==> src/rtl/elevator_if.sv <==
// Call inputs and car status outputs of the elevator scheduler, grouped as one bundle.
// The scheduler takes the master side; the call panel and display logic take the slave side.
interface elevator_if #(
  parameter int NUM_FLOORS = 4
);
  logic [NUM_FLOORS-1:0] call_in;
  logic [NUM_FLOORS-1:0] cur_floor;
  logic [NUM_FLOORS-1:0] pending;
  logic                  door_open;
  logic                  moving_up;
  logic                  moving_down;
  logic                  arrive;

  modport master (
    input  call_in,
    output cur_floor, pending, door_open, moving_up, moving_down, arrive
  );

  modport slave (
    output call_in,
    input  cur_floor, pending, door_open, moving_up, moving_down, arrive
  );
endinterface

==> src/rtl/elevator_scheduler.sv <==
// SCAN request scheduler and motion sequencer for a one-hot elevator car.
// Latches calls, times floor moves and door dwell, and drives registered status outputs.
module elevator_scheduler #(
  parameter int NUM_FLOORS = 4,
  parameter int MOVE_TICKS = 25000000,
  parameter int DOOR_TICKS = 50000000
) (
  input logic       clk,
  input logic       rst,
  elevator_if.master bus
);

  typedef enum logic [1:0] {IDLE, MOVE_UP, MOVE_DOWN, DOOR_OPEN} state_t;

  localparam int MAX_TICKS = (MOVE_TICKS > DOOR_TICKS) ? MOVE_TICKS : DOOR_TICKS;
  localparam int CW        = $clog2(MAX_TICKS + 1);
  localparam logic [CW-1:0]         MOVE_LAST = CW'(MOVE_TICKS - 1);
  localparam logic [CW-1:0]         DOOR_LAST = CW'(DOOR_TICKS - 1);
  localparam logic [CW-1:0]         CNT_ONE   = CW'(1);
  localparam logic [NUM_FLOORS-1:0] FLR_ONE   = NUM_FLOORS'(1);

  state_t                state_q, state_d;
  logic [NUM_FLOORS-1:0] cur_floor_q, cur_floor_d;
  logic [NUM_FLOORS-1:0] pending_q, pending_d;
  logic                  dir_up_q, dir_up_d;
  logic [CW-1:0]         move_cnt_q, move_cnt_d;
  logic [CW-1:0]         dwell_cnt_q, dwell_cnt_d;
  logic                  door_open_q, door_open_d;
  logic                  moving_up_q, moving_up_d;
  logic                  moving_down_q, moving_down_d;
  logic                  arrive_q, arrive_d;

  logic [NUM_FLOORS-1:0] clear_mask;
  logic [NUM_FLOORS-1:0] calls_seen;
  logic [NUM_FLOORS-1:0] above_mask;
  logic [NUM_FLOORS-1:0] below_mask;
  logic [NUM_FLOORS-1:0] up_floor;
  logic [NUM_FLOORS-1:0] dn_floor;

  always_comb begin
    state_d     = state_q;
    cur_floor_d = cur_floor_q;
    dir_up_d    = dir_up_q;
    move_cnt_d  = move_cnt_q;
    dwell_cnt_d = dwell_cnt_q;
    clear_mask  = '0;
    arrive_d    = 1'b0;

    calls_seen = pending_q | bus.call_in;
    // Shifting the top floor out yields 0, so 0-1 inverts to an empty above-mask.
    above_mask = ~((cur_floor_q << 1) - FLR_ONE);
    below_mask = cur_floor_q - FLR_ONE;
    up_floor   = cur_floor_q << 1;
    dn_floor   = cur_floor_q >> 1;

    case (state_q)
      IDLE: begin
        if (|(pending_q & cur_floor_q)) begin
          state_d     = DOOR_OPEN;
          clear_mask  = cur_floor_q;
          arrive_d    = 1'b1;
          dwell_cnt_d = '0;
        end else if (|(pending_q & above_mask) && (dir_up_q || ~|(pending_q & below_mask))) begin
          state_d    = MOVE_UP;
          dir_up_d   = 1'b1;
          move_cnt_d = '0;
        end else if (|(pending_q & below_mask)) begin
          state_d    = MOVE_DOWN;
          dir_up_d   = 1'b0;
          move_cnt_d = '0;
        end
      end
      MOVE_UP: begin
        if (move_cnt_q == MOVE_LAST) begin
          move_cnt_d = '0;
          if (~|(calls_seen & above_mask)) begin
            state_d = IDLE;
          end else begin
            cur_floor_d = up_floor;
            if (|(calls_seen & up_floor)) begin
              state_d     = DOOR_OPEN;
              clear_mask  = up_floor;
              arrive_d    = 1'b1;
              dwell_cnt_d = '0;
            end
          end
        end else begin
          move_cnt_d = move_cnt_q + CNT_ONE;
        end
      end
      MOVE_DOWN: begin
        if (move_cnt_q == MOVE_LAST) begin
          move_cnt_d = '0;
          if (~|(calls_seen & below_mask)) begin
            state_d = IDLE;
          end else begin
            cur_floor_d = dn_floor;
            if (|(calls_seen & dn_floor)) begin
              state_d     = DOOR_OPEN;
              clear_mask  = dn_floor;
              arrive_d    = 1'b1;
              dwell_cnt_d = '0;
            end
          end
        end else begin
          move_cnt_d = move_cnt_q + CNT_ONE;
        end
      end
      DOOR_OPEN: begin
        // A call for this floor is absorbed by holding the door rather than latched.
        clear_mask = cur_floor_q;
        if (|(bus.call_in & cur_floor_q)) begin
          dwell_cnt_d = '0;
        end else if (dwell_cnt_q == DOOR_LAST) begin
          state_d     = IDLE;
          dwell_cnt_d = '0;
        end else begin
          dwell_cnt_d = dwell_cnt_q + CNT_ONE;
        end
      end
      default: state_d = IDLE;
    endcase

    pending_d     = calls_seen & ~clear_mask;
    door_open_d   = (state_d == DOOR_OPEN);
    moving_up_d   = (state_d == MOVE_UP);
    moving_down_d = (state_d == MOVE_DOWN);
  end

  always_ff @(posedge clk) begin
    if (rst) begin
      state_q       <= IDLE;
      cur_floor_q   <= FLR_ONE;
      pending_q     <= '0;
      dir_up_q      <= 1'b1;
      move_cnt_q    <= '0;
      dwell_cnt_q   <= '0;
      door_open_q   <= 1'b0;
      moving_up_q   <= 1'b0;
      moving_down_q <= 1'b0;
      arrive_q      <= 1'b0;
    end else begin
      state_q       <= state_d;
      cur_floor_q   <= cur_floor_d;
      pending_q     <= pending_d;
      dir_up_q      <= dir_up_d;
      move_cnt_q    <= move_cnt_d;
      dwell_cnt_q   <= dwell_cnt_d;
      door_open_q   <= door_open_d;
      moving_up_q   <= moving_up_d;
      moving_down_q <= moving_down_d;
      arrive_q      <= arrive_d;
    end
  end

  assign bus.cur_floor   = cur_floor_q;
  assign bus.pending     = pending_q;
  assign bus.door_open   = door_open_q;
  assign bus.moving_up   = moving_up_q;
  assign bus.moving_down = moving_down_q;
  assign bus.arrive      = arrive_q;

endmodule

==> src/flat_wrapper.sv <==
// flat-port wrapper written by rule: the top's interface ports become plain ports
module elevator_scheduler_flat 
#(
  parameter int NUM_FLOORS = 4,
  parameter int MOVE_TICKS = 25000000,
  parameter int DOOR_TICKS = 50000000
)
  (clk, rst, bus_call_in, bus_cur_floor, bus_pending, bus_door_open, bus_moving_up, bus_moving_down, bus_arrive);
  elevator_if #(.NUM_FLOORS(NUM_FLOORS)) bus_i ();
  input logic clk;
  input logic rst;
  input wire logic [$bits(bus_i.call_in)-1:0] bus_call_in;
  output wire logic [$bits(bus_i.cur_floor)-1:0] bus_cur_floor;
  output wire logic [$bits(bus_i.pending)-1:0] bus_pending;
  output wire logic [$bits(bus_i.door_open)-1:0] bus_door_open;
  output wire logic [$bits(bus_i.moving_up)-1:0] bus_moving_up;
  output wire logic [$bits(bus_i.moving_down)-1:0] bus_moving_down;
  output wire logic [$bits(bus_i.arrive)-1:0] bus_arrive;
  assign bus_i.call_in = bus_call_in;
  assign bus_cur_floor = bus_i.cur_floor;
  assign bus_pending = bus_i.pending;
  assign bus_door_open = bus_i.door_open;
  assign bus_moving_up = bus_i.moving_up;
  assign bus_moving_down = bus_i.moving_down;
  assign bus_arrive = bus_i.arrive;
  elevator_scheduler #(.NUM_FLOORS(NUM_FLOORS), .MOVE_TICKS(MOVE_TICKS), .DOOR_TICKS(DOOR_TICKS)) u_core (.clk(clk), .rst(rst), .bus(bus_i));
endmodule
==> config.mk <==
export PLATFORM = sky130hd
export DESIGN_NAME = elevator_scheduler_flat
export DESIGN_NICKNAME = d
export VERILOG_FILES = /design/src/rtl/elevator_if.sv /design/src/rtl/elevator_scheduler.sv /design/src/flat_wrapper.sv
export SDC_FILE = /design/constraint.sdc
export NUM_CORES = 1
export LEC_CHECK = 0
export BUFFER_PORTS_ARGS = -buffer_cell sky130_fd_sc_hd__buf_2
export CORE_MARGIN = 5
export CORE_UTILIZATION = 25
export CTS_CLUSTER_SIZE = 25
export DETAILED_ROUTE_END_ITERATION = 7
export GPL_TIMING_DRIVEN = 0
export HOLD_SLACK_MARGIN = 0.12
export MAX_ROUTING_LAYER = met4
export RECOVER_POWER = 25
export SLEW_MARGIN = 10
export SYNTH_ARGS = -nofsm -noshare
export SYNTH_HDL_FRONTEND = slang
export SYNTH_SLANG_ARGS = --single-unit
==> constraint.sdc <==
create_clock -name clk -period 3.9 [get_ports clk]
set_input_delay 0.39 -clock clk [delete_from_list [all_inputs] [get_ports clk]]
set_output_delay 0.39 -clock clk [all_outputs]
set_load 0.005 [all_outputs]
# Yosys cells after proc, flatten, opt, wreduce, memory -nomap -nowiden
# Index checks and enable logic that the tools add are counted.
[word_totals] ff_bits=67 input_bits=6 word_cells=114
[classes] add_sub_neg=4 eq_ne=17 mux=50 bitwise_logic=13 reduce_logical=20
[ops] cell="two-way mux 26 bit" count=13
[ops] cell="case mux 26 bit (4 select lines)" count=1
[ops] cell="adder 26 x 1 -> 26 bit (second input constant)" count=2
[ops] cell="case mux 26 bit (2 select lines)" count=1
[ops] cell="two-way mux 4 bit" count=10
[ops] cell="AND 4 bit" count=8
[ops] cell="OR reduction 4 bit" count=8
[ops] cell="equality test 26 x 25 -> 1 bit (second input constant)" count=1
[ops] cell="equality test 26 bit (second input constant)" count=1
[ops] cell="two-way mux 2 bit" count=11
[ops] cell="case mux 4 bit (4 select lines)" count=1
[ops] cell="inequality test 2 x 1 -> 1 bit (second input constant)" count=7
[ops] cell="two-way mux 1 bit" count=9
[ops] cell="equality test 2 bit (second input constant)" count=4
[ops] cell="NOT 4 bit" count=2
[ops] cell="case mux 2 bit (4 select lines)" count=1
[ops] cell="case mux 4 bit (2 select lines)" count=1
[ops] cell="subtractor 4 x 1 -> 4 bit (second input constant)" count=2
[ops] cell="AND reduction 7 bit" count=1
[ops] cell="AND reduction 3 bit" count=2
[ops] cell="nonzero test 2 bit" count=3
[ops] cell="AND reduction 5 bit" count=1
[ops] cell="AND 4 x 3 -> 4 bit" count=1
[ops] cell="equality test 2 x 1 -> 1 bit (second input constant)" count=2
[ops] cell="11 further kinds" count=11

# Logic depth before layout (Yosys ltp)
[logic_depth] ltp_word=10 ltp_mapped=11 mapped_depth_nobuf=8

# Worst setup path before layout
# Ideal clock, no wire load.
[synth_timing] kind="reg2reg" startpoint="register u_core.cur_floor_q[1], in the netlist u_core.bus.cur_floor[1]" endpoint="register u_core.move_cnt_q[23]" setup_ps=117 arrival_ps=2287 setup_slack_ps=1496 path_stages_with_launch=11 period_less_slack_ps=2404 path_cell_list="dfxtp_1 > buf_2 > inv_1 > ha_1 > xor2_1 > a222oi_1 > a311oi_4 > buf_2 > nand4_1 > xor2_1 > nor2_1"
[synth_via] elab_chain_cells=9 elab_cells_between_ends=18 cone_classes="add/sub (2); eq/ne (2); mux (3); bitwise (4); reduce/logical (7)"
[synth_lines] element="from (decl)" line_no="elevator_scheduler.sv:23" source="logic [NUM_FLOORS-1:0] cur_floor_q, cur_floor_d;"
[synth_lines] element="from (signal assigned)" line_no="elevator_scheduler.sv:144" source="cur_floor_q <= cur_floor_d;"
[synth_lines] element="subtractor 4 x 1 -> 4 bit" line_no="elevator_scheduler.sv:52" source="below_mask = cur_floor_q - FLR_ONE;"
[synth_lines] element="AND 4 bit" line_no="elevator_scheduler.sv:63, elevator_scheduler.sv:67"
[synth_lines] element="OR reduction 4 bit" line_no="elevator_scheduler.sv:63, elevator_scheduler.sv:67"
[synth_lines] element="logical NOT 1 bit" line_no="elevator_scheduler.sv:63" source="end else if (|(pending_q & above_mask) && (dir_up_q || ~|(pending_q & below_mask))) begin"
[synth_lines] element="logical OR 1 bit" line_no="elevator_scheduler.sv:63"
[synth_lines] element="logical AND 1 bit" line_no="elevator_scheduler.sv:63"
[synth_lines] element="two-way mux 26 bit" line_no="elevator_scheduler.sv:63"
[synth_lines] element="two-way mux 26 bit" line_no="elevator_scheduler.sv:58" source="if (|(pending_q & cur_floor_q)) begin"
[synth_lines] element="case mux 26 bit (2 select lines)" line_no="elevator_scheduler.sv:56" source="case (state_q)"
[synth_lines] element="to (signal assigned)" line_no="elevator_scheduler.sv:147" source="move_cnt_q <= move_cnt_d;"
[synth_lines] element="to (decl)" line_no="elevator_scheduler.sv:26" source="logic [CW-1:0] move_cnt_q, move_cnt_d;"
# Parallel ways exist; a longest one is shown, timed or not. The select of a mux whose other input is x is not followed.
# A chain may end at the register's enable or synchronous reset.

# Final worst setup path
[layout_timing] startpoint="register u_core.cur_floor_q[1], in the netlist u_core.bus.cur_floor[1]" endpoint="register u_core.move_cnt_q[3]"
# Same word-level chain as after synthesis.

==> results_dict.tcl <==
set metrics [dict create \
    status "finished, final reports clean" \
    fp.dieArea_mm2 0.0177 \
    die_w_um 133 \
    grt_pass1_wl_um 16700 \
    post_cts_buffers 0 \
    area_growth_pct 16.7 \
    fmax_mhz 315 \
    sw_frac_of_total_pct 38.1 \
    post_cts_resized 0 \
    max_slew_margin_pct 19.8 \
    arrival_ns 3.40 \
    leakage_nw 1.53 \
    use_met1_pct 13.8 \
    drt-initial-drc-count 244 \
    ir_worst_vdd_mv 0.275 \
    top_usage_layer "met2" \
    critPathLaunchType "flip-flop" \
    overflow 0 \
    ys.flop_type "dfxtp_1" \
    route.detailed.drc 0 \
    comb_power_share_pct 36.6 \
    critical_path_required_ns 4.12 \
    cts_tree "yes" \
    final_nets 499 \
    cp_max_fo 10 \
    ys_seq_area_share_pct 35.5 \
    ys_async_sr_fraction_pct 0 \
    drt_pre_antenna_iters 5 \
    vias 3525 \
    gr-usage-met3_pct 2.78 \
    path_class "reg -> reg" \
    num_io_pins 18 \
    worst_r2r_endpoint "u_core.move_cnt_q[3]" \
    tns_ns 0 \
    postRouteAntennaNets 0 \
    numCtsBuffers 9 \
    finalWorstPathRequiredPeriod_ns 3.17 \
    tightest_slew_ns 1.19 \
    hold_viol 0 \
    cts_max_path_buffers 2 \
    via_per_inst 5.20 \
    p_int_w 0.00163 \
    cts.clk_slew.worst_paths_ns 0.06 \
    fin_crit_sh_pct 81.4 \
    final_common_cell "dfxtp_1" \
    synth_nets 471 \
    antenna_found_initial 0 \
    crit_end "u_core.move_cnt_q[3]" \
    hold_buffers 0 \
    setup_viol 0 \
    rr_worst_depth 10 \
    r2r_slack_ns 0.73 \
    grt_use_met2_pct 19.5 \
    worstSetupEndpointType "flip-flop" \
    ys_ff_latch 67 \
    initial_core_util_pct 25.2 \
    worstHoldPathType "in -> reg" \
    track_usage_pct 11.6 \
    drv_cap 0 \
    synth-edff-count 0 \
    worstSetupStartpoint "u_core.bus.cur_floor[1]" \
    yosysWarnings 0 \
    stdcell_area_mm2 0.00441 \
    die_h_um 133 \
    portBuffers 17 \
    seq_power_share_pct 30.2 \
    gp_congestion 0.880 \
    grt_max_degree 14 \
    rr_startpoint "u_core.bus.cur_floor[1]" \
    fillers 1606 \
    synth_cell_types 66 \
    clk_latency_ns 0.33 \
    p_sw_w 0.00100 \
    cts_sinks 67 \
    drv_slew 0 \
    placed_area_mm2 0.00410 \
    drive_above_1_share_pct 11.2 \
    layout_common_cells "dfxtp_1 (67), nor2_1 (38), o21ai_0 (36)" \
    cts-root-buf "clkbuf_16" \
    postSynthCellCount 457 \
    insertedDiodeCount 0 \
    avgSynthCellArea_um2 8.27 \
    syn-cell-area_mm2 0.00378 \
    skew_ns 0.0103 \
    power-per-cell-area_mw_per_mm2 596 \
    post_drt_wl_per_cell_um 14.3 \
    rsz0062_at_grt "false" \
    htree_levels 3 \
    fp-row-count 45 \
    routed_wl_um 9720 \
    hpwl_um 7310 \
    p_clk_share_pct 33.2 \
    first_global_vias 3513 \
    coreArea_mm2 0.0150 \
]
-- registers in the layout, summed over array words and instances, names as in the netlist, 2 cells and up --
signal	cells
u_core.dwell_cnt_q	26
u_core.move_cnt_q	26
u_core.bus.cur_floor	4
u_core.bus.pending	4
u_core.state_q	2
-- logic make-up after synthesis --
| logic type | Yosys count | synth area share [%] |
|---|---|---|
| AND/OR/NAND/NOR | 203 | 30.8 |
| AO/OA/AOI/OAI | 119 | 20.5 |
| flip-flops | 67 | 35.5 |
| buffers and inverters | 34 | 4.40 |
| XOR/XNOR | 23 | 5.33 |
| adder cells (fa/ha/maj) | 8 | 2.65 |
| multiplexers | 3 | 0.794 |
-- critical path: stages, from the launching register on --
cell and delay [ns]:
dfxtp_1 0.38, clkbuf_1 0.37, inv_1 0.17, ha_1 0.25
xor2_1 0.19, a222oi_1 0.72, a311oi_4 0.32, buf_2 0.29
nand4_1 0.15, xor2_1 0.17, nor2_1 0.05
-- stage by stage --
| stage | total power, W | std cells | hold WS (ns) | setup slack (ns) | util (%) |
|---|---|---|---|---|---|
| floorplan | 0.00151 | 457 | 0.447 | 1.50 | - |
| global placement | 0.00175 | 662 | 0.459 | 1.09 | 27.3 |
| detailed placement | 0.00177 | 662 | 0.477 | 0.957 | 27.3 |
| CTS | 0.00266 | 678 | 0.377 | 0.943 | 29.4 |
| global route | 0.00279 | 678 | 0.393 | 0.507 | 29.4 |
| finish | 0.00263 | 678 | 0.403 | 0.726 | 29.4 |
-- layout make-up --
type                    instances  area, um2  share of cell area, %
plain buffers                  18        105                   2.38
inverters                      16       60.1                   1.36
clock inverters                 7       98.8                   2.24
clock buffers                   9        225                   5.10
multi-input cells             356       2270                   51.5
well taps                     188        235                   5.33
flip-flops and latches         67       1340                   30.4
repair buffers                 17       73.8                   1.67
-- cells in the mapped netlist, drive strengths merged (2+ instances only) --
| master | instances | area share, % |
|---|---|---|
| dfxtp | 67 | 35 |
| nor2 | 38 | 3.8 |
| o21ai | 38 | 5.1 |
| a21oi | 36 | 4.9 |
| nand2 | 33 | 3.3 |
| nand4 | 27 | 5.2 |
| nand3 | 24 | 3.2 |
| or3 | 20 | 3.3 |
| xor2 | 20 | 4.6 |
| inv | 16 | 1.6 |
| and3 | 14 | 2.3 |
| buf | 14 | 2.4 |
| ha | 8 | 2.6 |
| nor4 | 8 | 1.9 |
| and4 | 7 | 1.6 |
| or4 | 7 | 1.5 |
| a211oi | 6 | 1.3 |
| and2 | 6 | 0.99 |
| nor3 | 6 | 0.79 |
| o31ai | 6 | 1.2 |
| a22oi | 4 | 0.79 |
| clkbuf | 4 | 0.40 |
| a31oi | 3 | 0.50 |
| a32oi | 3 | 0.70 |
| mux2i | 3 | 0.79 |
| xnor2 | 3 | 0.70 |
| a311o | 2 | 0.53 |
| a41oi | 2 | 0.46 |
| nand2b | 2 | 0.33 |
| nor3b | 2 | 0.40 |
| nor4b | 2 | 0.63 |
| o211ai | 2 | 0.40 |
| o22ai | 2 | 0.50 |
| or2 | 2 | 0.33 |
| or3b | 2 | 0.46 |
-- metal layers --
layer / part of all wire (%) / routed length, um
met1: 46 / 4450
met2: 49 / 4740
met3: 4.1 / 396
met4: 1.3 / 122
met5: 0 / 0
-- worst min path at each step --
stage / cells past startpoint / to / start / slack, ns
6_report: 2 / u_core.bus.cur_floor[0] / rst / 0.40
5_1_grt: 2 / u_core.bus.cur_floor[0] / rst / 0.39
4_1_cts: 2 / u_core.bus.cur_floor[0] / rst / 0.38
3_5_place_dp: 2 / u_core.move_cnt_q[14] / u_core.move_cnt_q[14] / 0.48
3_3_place_gp: 2 / u_core.dwell_cnt_q[5] / u_core.dwell_cnt_q[5] / 0.46
2_1_floorplan: 2 / u_core.dwell_cnt_q[25] / u_core.dwell_cnt_q[25] / 0.45
-- power groups by stage --
stage | clock, W | combinational, W | sequential [W]
floorplan | 0 | 0.000710 | 0.000795
global placement | 0 | 0.000942 | 0.000806
detailed placement | 0 | 0.000961 | 0.000809
CTS | 0.000899 | 0.000965 | 0.000795
global route | 0.000927 | 0.00106 | 0.000805
finish | 0.000874 | 0.000963 | 0.000793
(Power assumes the default switching activity.)
